$ cat config.mk
export PLATFORM = sky130hd
export DESIGN_NAME = key_debouncer
export DESIGN_NICKNAME = d
export VERILOG_FILES = /design/src/rtl/key_pkg.sv /design/src/rtl/debounce_bit.sv /design/src/rtl/key_debouncer.sv
export SDC_FILE = /design/constraint.sdc
export NUM_CORES = 1
export LEC_CHECK = 0
export CORE_ASPECT_RATIO = 1.2
export CORE_UTILIZATION = 58
export CTS_CLUSTER_DIAMETER = 80
export DETAILED_ROUTE_END_ITERATION = 8
export PLACE_DENSITY_LB_ADDON = 0.2
export SYNTH_ARGS = -nofsm -noshare
export SYNTH_HDL_FRONTEND = slang
export SYNTH_SLANG_ARGS = --single-unit
$ cat constraint.sdc
create_clock -name clk -period 2.4 [get_ports clk]
set_clock_uncertainty 0.1 [all_clocks]
set_input_delay 0.48 -clock clk [delete_from_list [all_inputs] [get_ports clk]]
set_output_delay 0.48 -clock clk [all_outputs]
set_load 0.05 [all_outputs]
$ cat src/rtl/key_pkg.sv
// Shared definitions for the KEY input conditioning path.
//   KEY_RELEASED          : idle (not pressed) level of an active-low key
//   *_DEFAULT             : default sizing for the debouncer
//   cnt_width()           : minimum counter width able to count to a given number of cycles
package key_pkg;

  localparam logic KEY_RELEASED = 1'b1;

  localparam int unsigned NKEYS_DEFAULT           = 4;
  localparam int unsigned DEBOUNCE_CYCLES_DEFAULT = 500000;
  localparam int unsigned CNT_W_DEFAULT           = 20;

  // Smallest w with 2**w >= cycles (at least 1).
  function automatic int unsigned cnt_width(input int unsigned cycles);
    int unsigned w;
    w = 1;
    for (int i = 1; i < 32; i++) begin
      if ((64'd1 << w) < 64'(cycles)) w = w + 1;
    end
    return w;
  endfunction

endpackage

$ cat src/rtl/debounce_bit.sv
// Single-key conditioner: 2-flop synchroniser, bounce filter counter,
// registered stable level and one-cycle change strobe.
//   clk    : system clock, rising edge
//   rst    : synchronous active-high reset
//   raw    : asynchronous active-low key pin
//   stable : debounced active-low level (registered)
//   chg    : one-cycle pulse when stable changes (registered)
module debounce_bit
  import key_pkg::*;
#(
  parameter int unsigned DEBOUNCE_CYCLES = DEBOUNCE_CYCLES_DEFAULT,
  parameter int unsigned CNT_W           = CNT_W_DEFAULT
) (
  input  logic clk,
  input  logic rst,
  input  logic raw,
  output logic stable,
  output logic chg
);

  localparam logic [CNT_W-1:0] CNT_LAST = CNT_W'(DEBOUNCE_CYCLES - 1);

  logic             sync1;
  logic             sync2;
  logic [CNT_W-1:0] cnt;
  logic [CNT_W-1:0] cnt_nxt;
  logic             stable_nxt;
  logic             chg_nxt;

  // Filter: count consecutive mismatching cycles, accept on the last one.
  // Any match clears the count, so short pulses never get through.
  always_comb begin
    cnt_nxt    = '0;
    stable_nxt = stable;
    chg_nxt    = 1'b0;
    if (sync2 != stable) begin
      if (cnt < CNT_LAST) begin
        cnt_nxt = cnt + CNT_W'(1);
      end else begin
        stable_nxt = sync2;
        chg_nxt    = 1'b1;
      end
    end
  end

  // State registers; sync1 -> sync2 is a plain flop chain for metastability.
  always_ff @(posedge clk) begin
    if (rst) begin
      sync1  <= KEY_RELEASED;
      sync2  <= KEY_RELEASED;
      stable <= KEY_RELEASED;
      cnt    <= '0;
      chg    <= 1'b0;
    end else begin
      sync1  <= raw;
      sync2  <= sync1;
      stable <= stable_nxt;
      cnt    <= cnt_nxt;
      chg    <= chg_nxt;
    end
  end

endmodule

$ cat src/rtl/key_debouncer.sv
// Conditions the raw active-low KEY pins for the KEY device: per-bit
// synchronisation and contact-bounce filtering, plus per-key change strobes.
//   clk     : system clock, rising edge
//   rst     : synchronous active-high reset
//   key_raw : raw asynchronous key pins, active-low
//   key_out : debounced active-low key levels (registered)
//   key_chg : one-cycle pulse per key when key_out changes (registered)
module key_debouncer
  import key_pkg::*;
#(
  parameter int unsigned NKEYS           = NKEYS_DEFAULT,
  parameter int unsigned DEBOUNCE_CYCLES = DEBOUNCE_CYCLES_DEFAULT,
  parameter int unsigned CNT_W           = CNT_W_DEFAULT
) (
  input  logic             clk,
  input  logic             rst,
  input  logic [NKEYS-1:0] key_raw,
  output logic [NKEYS-1:0] key_out,
  output logic [NKEYS-1:0] key_chg
);

  // Elaboration-time parameter sanity checks.
  if (DEBOUNCE_CYCLES < 2) begin : g_bad_cycles
    $error("key_debouncer: DEBOUNCE_CYCLES must be >= 2");
  end
  if (CNT_W < cnt_width(DEBOUNCE_CYCLES)) begin : g_bad_width
    $error("key_debouncer: CNT_W too small for DEBOUNCE_CYCLES");
  end

  // One independent filter per key.
  for (genvar i = 0; i < int'(NKEYS); i++) begin : g_key
    debounce_bit #(
      .DEBOUNCE_CYCLES (DEBOUNCE_CYCLES),
      .CNT_W           (CNT_W)
    ) u_bit (
      .clk    (clk),
      .rst    (rst),
      .raw    (key_raw[i]),
      .stable (key_out[i]),
      .chg    (key_chg[i])
    );
  end

endmodule

==> results.ini, run 1 <==
[synth]
synth.yosys.warnings=0
synth_seq_cells=96
yosys-top-cells-area=sky130_fd_sc_hd__dfxtp_1 45%, sky130_fd_sc_hd__xnor2_1 7.0%, sky130_fd_sc_hd__nor2_1 5.5%
post-synth-top-count-cell=sky130_fd_sc_hd__dfxtp_1
synth_async_sr_flop_share=0
synth.top_cell.area_share=0.455
avgSynthCellArea_sq_um=8.90
synth_cell_type_count=49
netlist_area_sq_um=4230
ys_seq_area_frac=0.455
synth-edff-count=0
synthesis.instances=475
synth.top_cells.by_count=96 x sky130_fd_sc_hd__dfxtp_1, 62 x sky130_fd_sc_hd__nor2_1, 34 x sky130_fd_sc_hd__xnor2_1, 31 x sky130_fd_sc_hd__nor3_1, 27 x sky130_fd_sc_hd__nand3_1
synth_largest_area_cell=sky130_fd_sc_hd__dfxtp_1
yosys_most_used_dff=sky130_fd_sc_hd__dfxtp_1

[layout]
drive_gt1_frac=0.0804
layout.cells.non_filler=572
antenna_cells=0
syn2layout_area_growth_pct=7.72
finish.net_count=492
stdcell_area_sq_um=4550

[timing]
layout_min_cycle_time_ps=2160
max_slew_margin=0.502
final-setup-viol-count=0
hold_viol_final=0
tightestPinTransition_ps=746
whs_ps=305
maxSlewViolCount=0
final.setup.tns_ps=0
rsz0062_at_grt=false
final.period_utilization=0.901
max_clock_freq_ghz=0.462

[place]
detailedPlacementHpwl_um=4990
gpl.final_weighted_congestion=0.806
dp.cells=558
placedInstanceArea_sq_um=4360
port_buffers=13

[grt]
grt_start_max_net_pins=23
overflow=0
global_route.usage.total=0.205
grt_first_pass_wirelength_um=12400
grt_antenna_before_repair=0
first_global_vias=2957

[floorplan]
die_height_um=95.5
core_area_sq_um=6940
initial_utilization=0.609
floorplan.die.width_um=79.9
fp.dieArea_sq_um=7640
rows=33
io_pins=14

[route]
postRouteAntennaNets=0
drt-pass1-iter-count=5
routed_wirelength_um=7210
final_routed_wire_length_divided_by_cell_count_um=12.6
via_count=3196
vias_per_cell=5.59
starting_drt_drc_count=77
drt_drc_violations_left=0

[worst_setup_path]
worstSetupPathType=reg2out
worstRegToRegCells=5
crit_arrival_ps=1580
cp_slowest_stage_delay_ps=830
worstPathRequired_ps=1820
ff2ff_setup_slack_ps=280
critical_path_buf_inv_count=1
setup.worst_path.start_class=flop
cpLargestDelayFamily=buffers and inverters
timing.critical_path.to_type=primary output
crit_fanout=3
crit-reg2reg-launch=g_key[3].u_bit.cnt[0]
critical-path-slowest-cell=sky130_fd_sc_hd__clkdlybuf4s50_1
crit_path_cell_trace=clkdlybuf4s50_1
critical_path.reg2reg.endpoint=g_key[3].u_bit.cnt[2]

[min_path]
worst_hold_path.endpoint=g_key[0].u_bit.sync2
hp-start=g_key[0].u_bit.sync1
hold_path_depth=1
worstHoldPathType=reg2reg

[power]
power.density_nw_per_um2=599
leakagePower_nw=1.37
max-vdd-ir-drop_mv=0.370

[clock_network]
clkLatencyLatePin_ps=350
clk_pin_slew_ps=80
cts_num_sinks=96
cts-htree-levels=3
postCtsSetupRepairBufs=0
cts_made_buffers=9
cts.path.max_buffers=2
clock_tree.root_cell=sky130_fd_sc_hd__clkbuf_8
ctsResizeCount=0
tritoncts_clock_tree=done
ctsHoldBuffers=0

[run_status]
run_status=completed

[job]
max_cap_viol_count=0

-- stage by stage --
step / utilization / power [mW] / worst slack [ps]
after global placement: 0.629 / 1.73 / 316
after global routing: 0.657 / 2.85 / 44.3
after CTS: 0.657 / 2.76 / 217
final: 0.657 / 2.73 / 238
after floorplan: - / 1.71 / 481
after detailed placement: 0.629 / 1.73 / 268
-- routing by layer --
layer,global-route usage,wire length (um),part of all wire
met1,0.233,3370,0.47
met2,0.360,3530,0.49
met3,0.0373,156,0.022
met4,0.116,153,0.021
met5,0,0,0
-- power breakdown --
part	internal (mW)	total (mW)	switching, mW	leakage, nW
Sequential	1.61	1.61	0.00836	0.777
Clock	0.525	1.04	0.512	0.0973
Combinational	0.0314	0.0752	0.0438	0.496
Total	2.16	2.73	0.564	1.37
-- worst max path at each step --
stage,cells past startpoint,slack (ps),startpoint,end
after floorplan,5,480,g_key[3].u_bit.cnt[0],g_key[3].u_bit.cnt[16]
after global placement,4,320,rst,g_key[3].u_bit.cnt[17]
after detailed placement,5,270,g_key[3].u_bit.cnt[0],g_key[3].u_bit.cnt[2]
after CTS,1,220,g_key[2].u_bit.stable,key_out[2]
after global routing,5,40,g_key[3].u_bit.cnt[0],g_key[3].u_bit.cnt[2]
final,1,240,g_key[2].u_bit.stable,key_out[2]
-- area by class of cell --
| class | count | area [sq um] |
|---|---|---|
| clock buffers | 11 | 151 |
| clock inverters | 3 | 42.5 |
| fillers | 589 | 2380 |
| inverters | 17 | 63.8 |
| multi-input cells | 339 | 2090 |
| flip-flops and latches | 96 | 1920 |
| well taps | 87 | 109 |
| repair buffers | 19 | 175 |
-- cell families after synthesis --
logic type,after synthesis,synth area share
other cells,1,0.000887
buf+inv,43,0.0536
simple gates,222,0.280
compound gates,51,0.0778
flops,96,0.455
xor+xnor,54,0.112
mux,4,0.00947
fa+ha+maj,4,0.0118
-- layout by cell type, fill, tap and decap left out, drive strengths merged, types with 5 or more instances in the layout --
cell type / count
a211oi: 6
a21oi: 16
and3: 6
and4: 5
buf: 6
clkbuf: 11
clkdlybuf4s50: 13
dfxtp: 96
inv: 17
nand2: 15
nand3: 28
nand4: 24
nor2: 62
nor3: 31
nor4: 12
o21ai: 13
or2: 10
or3: 15
or4: 6
xnor2: 34
xor2: 20
-- flip-flops by register name, indices dropped and copies added, names as in the netlist --
signal,count
g_key.u_bit.sync2,4
g_key.u_bit.sync1,4
g_key.u_bit.stable,4
g_key.u_bit.cnt,80
g_key.u_bit.chg,4
Power figures use the tool's default switching activity.
==> inputs of run 2 (changes only) <==
- CORE_UTILIZATION: 58 -> 55
- clock period: 2.4 -> 1.9 ns (I/O delays scaled with it)
==> results.ini, run 2 (same netlist as run 1, synthesis figures left out) <==
[layout]
antenna_cells=0
syn2layout_area_growth_pct=16.6
stdcell_area_sq_um=4930
drive_gt1_frac=0.176
most_used_cells_in_the_layout_excluding_fill_and_tap_cells=90 x sky130_fd_sc_hd__dfxtp_1, 62 x sky130_fd_sc_hd__nor2_1, 45 x sky130_fd_sc_hd__buf_4, 34 x sky130_fd_sc_hd__xnor2_1, 30 x sky130_fd_sc_hd__nor3_1
finish.net_count=526
largest_register_ff_count=80
layout.cells.non_filler=608
regMostFlops=g_key.u_bit.cnt
fillCellCount=635
layout_commonest_cell=sky130_fd_sc_hd__dfxtp_1

[worst_setup_path]
critical_path_buf_inv_count=0
setup.worst_path.start_class=flop
timing.critical_path.to_type=flop
cpLargestDelayFamily=simple AND/OR/NAND/NOR gates
critical-path-slowest-cell=sky130_fd_sc_hd__or4_1
crit_arrival_ps=2020
crit_fanout=5
worstSetupPathType=reg2reg
crit_path_cell_trace=ha_1 > and4_1 > nand3_2 > or4_1 > a211oi_1
worstPathRequired_ps=2080
cp_slowest_stage_delay_ps=470

[place]
port_buffers=13
detailedPlacementHpwl_um=5600
gpl.final_weighted_congestion=0.801
placedInstanceArea_sq_um=4650
dp.cells=595

[route]
postRouteAntennaNets=0
starting_drt_drc_count=114
via_count=3455
routed_wirelength_um=7990
final_routed_wire_length_divided_by_cell_count_um=13.1
vias_per_cell=5.68
drt_drc_violations_left=0
dr_wl_met3_um=195
route.top_layer_used=met4
drt-pass1-iter-count=4
met1Wirelength_um=3500
met2_length_um=4190

[power]
max-vdd-ir-drop_mv=0.461
share_of_power_burned_in_registers=0.537
internal_power_contribution_mw=3.06
swShare=0.194
combPwrFrac=0.028
clk_network_pwr_share=0.435
p_switching_mw=0.735
leakagePower_nw=1.60
power.density_nw_per_um2=770

[timing]
tightestPinTransition_ps=484
final-setup-viol-count=0
hold_viol_final=0
final.period_utilization=0.970
max_slew_margin=0.669
layout_min_cycle_time_ps=1840
maxSlewViolCount=0
max_clock_freq_ghz=0.543
rsz0062_at_grt=true

[grt]
global_route.usage.total=0.214
grt_antenna_before_repair=0
grt_start_max_net_pins=21
grt_first_pass_wirelength_um=13500
first_global_vias=3243
overflow=0

[run_status]
run_status=completed

[floorplan]
initial_utilization=0.574
core_area_sq_um=7360
rows=34
floorplan.die.width_um=82.0
fp.dieArea_sq_um=8040
io_pins=14
die_height_um=98.0

[clock_network]
clock_tree.root_cell=sky130_fd_sc_hd__clkbuf_8
tritoncts_clock_tree=done
cts_made_buffers=9
cts.path.max_buffers=2
clkLatencyLatePin_ps=360
cts_num_sinks=96
clk_pin_slew_ps=90
postCtsSetupRepairBufs=0
cts-htree-levels=3

[min_path]
worstHoldPathType=reg2reg

[job]
max_cap_viol_count=0

-- run 2: cell types whose count changed in the layout (fill, tap and decap cells not counted), sizes merged --
| cell | before | now |
|---|---|---|
| clkinv | 1 | 0 |
| bufinv | 1 | 4 |
| clkinvlp | 1 | 0 |
| clkbuf | 11 | 9 |
| buf | 6 | 48 |
| clkdlybuf4s50 | 13 | 5 |
-- run 2: area by class of cell --
type	instances	area, sq um	area share
Clock inverter	4	120	0.0244
Inverter	17	63.8	0.0129
Timing Repair Buffer	53	448	0.0908
Tap cell	90	113	0.0228
Clock buffer	9	124	0.0251
Multi-Input combinational cell	339	2130	0.432
Sequential cell	96	1930	0.392
-- run 2: path summary, 6_finish.rpt --
kind	cells after the start	from	slack [ps]	endpoint
max reg2reg	5	g_key[2].u_bit.cnt[1]	60	g_key[2].u_bit.cnt[16]
min reg2reg	1	g_key[3].u_bit.sync1	310	g_key[3].u_bit.sync2
max	5	g_key[2].u_bit.cnt[1]	60	g_key[2].u_bit.cnt[16]
min	1	g_key[3].u_bit.sync1	310	g_key[3].u_bit.sync2
-- run 2: worst reg2reg max path, cell delays in order (launching register included) --
cell and delay, ps:
sky130_fd_sc_hd__dfxtp_1 360, sky130_fd_sc_hd__ha_1 170, sky130_fd_sc_hd__and4_1 310, sky130_fd_sc_hd__nand3_2 140
sky130_fd_sc_hd__or4_1 470, sky130_fd_sc_hd__a211oi_1 220
-- run 2: power by group through the flow --
stage / logic, mW / registers (mW) / clock network (mW)
2_1_floorplan: 0.0714 / 2.08 / 0
3_3_place_gp: 0.105 / 2.09 / 0
3_5_place_dp: 0.106 / 2.09 / 0
4_1_cts: 0.107 / 2.04 / 1.68
5_1_grt: 0.116 / 2.04 / 1.77
6_report: 0.106 / 2.04 / 1.65
-- run 2: per-layer routing --
layer  GRT usage  vias up
li1            -     1743
met1       0.233     1668
met2       0.387       34
met3      0.0570       10
met4      0.0756        0
met5           0        -
-- run 2: metrics by stage --
step           hold WS [ps]  setup WS (ps)  power [mW]  TNS [ps]  utilization
2_1_floorplan           289           15.8        2.16         0            -
3_3_place_gp            294           61.5        2.19         0        0.632
3_5_place_dp            299           7.08        2.19         0        0.632
4_1_cts                 320           18.0        3.82         0        0.665
5_1_grt                 326          -35.1        3.92     -69.8        0.670
6_report                309           57.5        3.80         0        0.670
-- run 2: timing repair --
action / in CTS / in global routing
hold buffers: 0 / 0
endpoints found under the setup margin: 0 / 17
resized for setup: 0 / 12
hold endpoints to repair: 0 / 0
==> inputs of run 3 (changes only) <==
- CTS_BUF_LIST: default -> sky130_fd_sc_hd__clkbuf_16
==> results.ini, run 3 (same netlist as run 1, synthesis figures left out) <==
[grt]
grt_antenna_before_repair=0
grt_first_pass_wirelength_um=13700
first_global_vias=3280
grt_start_max_net_pins=21
overflow=0
global_route.usage.total=0.219

[floorplan]
fp.dieArea_sq_um=8040
die_height_um=98.0
floorplan.die.width_um=82.0
core_area_sq_um=7360
rows=34
io_pins=14
initial_utilization=0.574

[power]
max-vdd-ir-drop_mv=0.647
power.density_nw_per_um2=835
leakagePower_nw=1.68
share_of_power_burned_in_registers=0.479
clk_network_pwr_share=0.495
fin_total_pwr_mw=4.27
p_switching_mw=0.788
internal_power_contribution_mw=3.48
combPwrFrac=0.027
swShare=0.185

[worst_setup_path]
worstPathRequired_ps=2040
crit_fanout=7
crit_path_start=g_key[2].u_bit.cnt[1]
crit-reg2reg-launch=g_key[2].u_bit.cnt[1]
worstSetupPathType=reg2reg
timing.critical_path.to_type=flop
crit_arrival_ps=2080
setup.worst_path.start_class=flop

[layout]
drive_gt1_frac=0.196
largest_register_ff_count=80
syn2layout_area_growth_pct=20.8
final_core_util=0.694
antenna_cells=0
stdcell_area_sq_um=5110
most_used_cells_in_the_layout_excluding_fill_and_tap_cells=87 x sky130_fd_sc_hd__dfxtp_1, 62 x sky130_fd_sc_hd__nor2_1, 45 x sky130_fd_sc_hd__buf_4, 34 x sky130_fd_sc_hd__xnor2_1, 29 x sky130_fd_sc_hd__nor3_1
regMostFlops=g_key.u_bit.cnt
fillCellCount=604
layout_commonest_cell=sky130_fd_sc_hd__dfxtp_1
finish.net_count=529

[clock_network]
cts-htree-levels=3
cts_made_buffers=9
clkLatencyLatePin_ps=330
cts_num_sinks=96
clock_tree.root_cell=sky130_fd_sc_hd__clkbuf_16
cts.path.max_buffers=2
tritoncts_clock_tree=done
ctsHoldBuffers=0
clk_pin_slew_ps=60

[route]
routed_wirelength_um=8580
drt-pass1-iter-count=4
final_routed_wire_length_divided_by_cell_count_um=14.0
via_count=3454
starting_drt_drc_count=112
drt_drc_violations_left=0
vias_per_cell=5.65
postRouteAntennaNets=0

[timing]
layout_min_cycle_time_ps=1930
hold_viol_final=0
setup_slack_ps=-33.5
tightestPinTransition_ps=571
max_clock_freq_ghz=0.517
whs_ps=313
final-setup-viol-count=1
max_slew_margin=0.615
maxSlewViolCount=0
final.period_utilization=1.02
final.setup.tns_ps=-33.5

[min_path]
worstHoldPathType=reg2reg
hp-start=g_key[2].u_bit.sync1

[place]
gpl.final_weighted_congestion=0.801
placedInstanceArea_sq_um=4650
port_buffers=13
detailedPlacementHpwl_um=5600

[run_status]
failing_checks=negative setup slack
run_status=finished with violations

[job]
max_cap_viol_count=0

==> run 3: changes by cell type in the layout (fill, tap and decap cells not counted), moves of 2 or more <==
cell,before,now
sky130_fd_sc_hd__dfxtp_1,90,87
sky130_fd_sc_hd__buf_6,0,2
sky130_fd_sc_hd__clkbuf_8,9,0
sky130_fd_sc_hd__clkbuf_16,0,9
sky130_fd_sc_hd__dfxtp_2,5,9
==> run 3: per-stage QoR <==
step / setup WS [ps] / cells
4_1_cts: 21.1 / 608
5_1_grt: -55.9 / 611
3_3_place_gp: 61.5 / 595
3_5_place_dp: 7.08 / 595
2_1_floorplan: 15.8 / 478
6_report: -33.5 / 611
==> run 3: worst paths after layout <==
kind                           end  slack, ps  depth (start not counted)
max          g_key[2].u_bit.cnt[9]        -30                          6
min           g_key[2].u_bit.sync2        310                          1
max reg2reg  g_key[2].u_bit.cnt[9]        -30                          6
min reg2reg   g_key[2].u_bit.sync2        310                          1
==> run 3: critical path: stages, from the launching register on <==
cell	delay [ps]
sky130_fd_sc_hd__dfxtp_1	320
sky130_fd_sc_hd__ha_1	190
sky130_fd_sc_hd__and4_4	220
sky130_fd_sc_hd__o41ai_4	400
sky130_fd_sc_hd__a31oi_4	160
sky130_fd_sc_hd__buf_2	220
sky130_fd_sc_hd__nor3_1	210
==> run 3: cell type report <==
| type | count | area (sq um) | share of cell area |
|---|---|---|---|
| multi-input combinational | 339 | 2180 | 0.426 |
| sequential | 96 | 1930 | 0.378 |
| timing repair buffer | 56 | 475 | 0.0931 |
| clock buffer | 9 | 225 | 0.0441 |
| clock inverter | 4 | 120 | 0.0235 |
| tap | 90 | 113 | 0.0220 |
| inverter | 17 | 63.8 | 0.0125 |
==> run 3: power by group through the flow <==
stage / Sequential [mW] / Combinational (mW) / Clock, mW
4_1_cts: 2.04 / 0.108 / 2.13
6_report: 2.04 / 0.115 / 2.11
3_3_place_gp: 2.09 / 0.105 / 0
3_5_place_dp: 2.09 / 0.106 / 0
5_1_grt: 2.04 / 0.124 / 2.23
2_1_floorplan: 2.08 / 0.0714 / 0
==> run 3: routing by layer <==
metal  vias up  global-route usage  routed length, um
li1       1751                   -                  -
met1      1652               0.238               3740
met2        41               0.397               4520
met3        10              0.0486                183
met4         0              0.0891                136
met5         -                   0                  0
==> run 3: repair_timing <==
item	in CTS	in global routing
gates resized for setup	1	23
buffers inserted	0	2
cloned	0	1
pin swaps	0	4
endpoints found under the setup margin	15	34
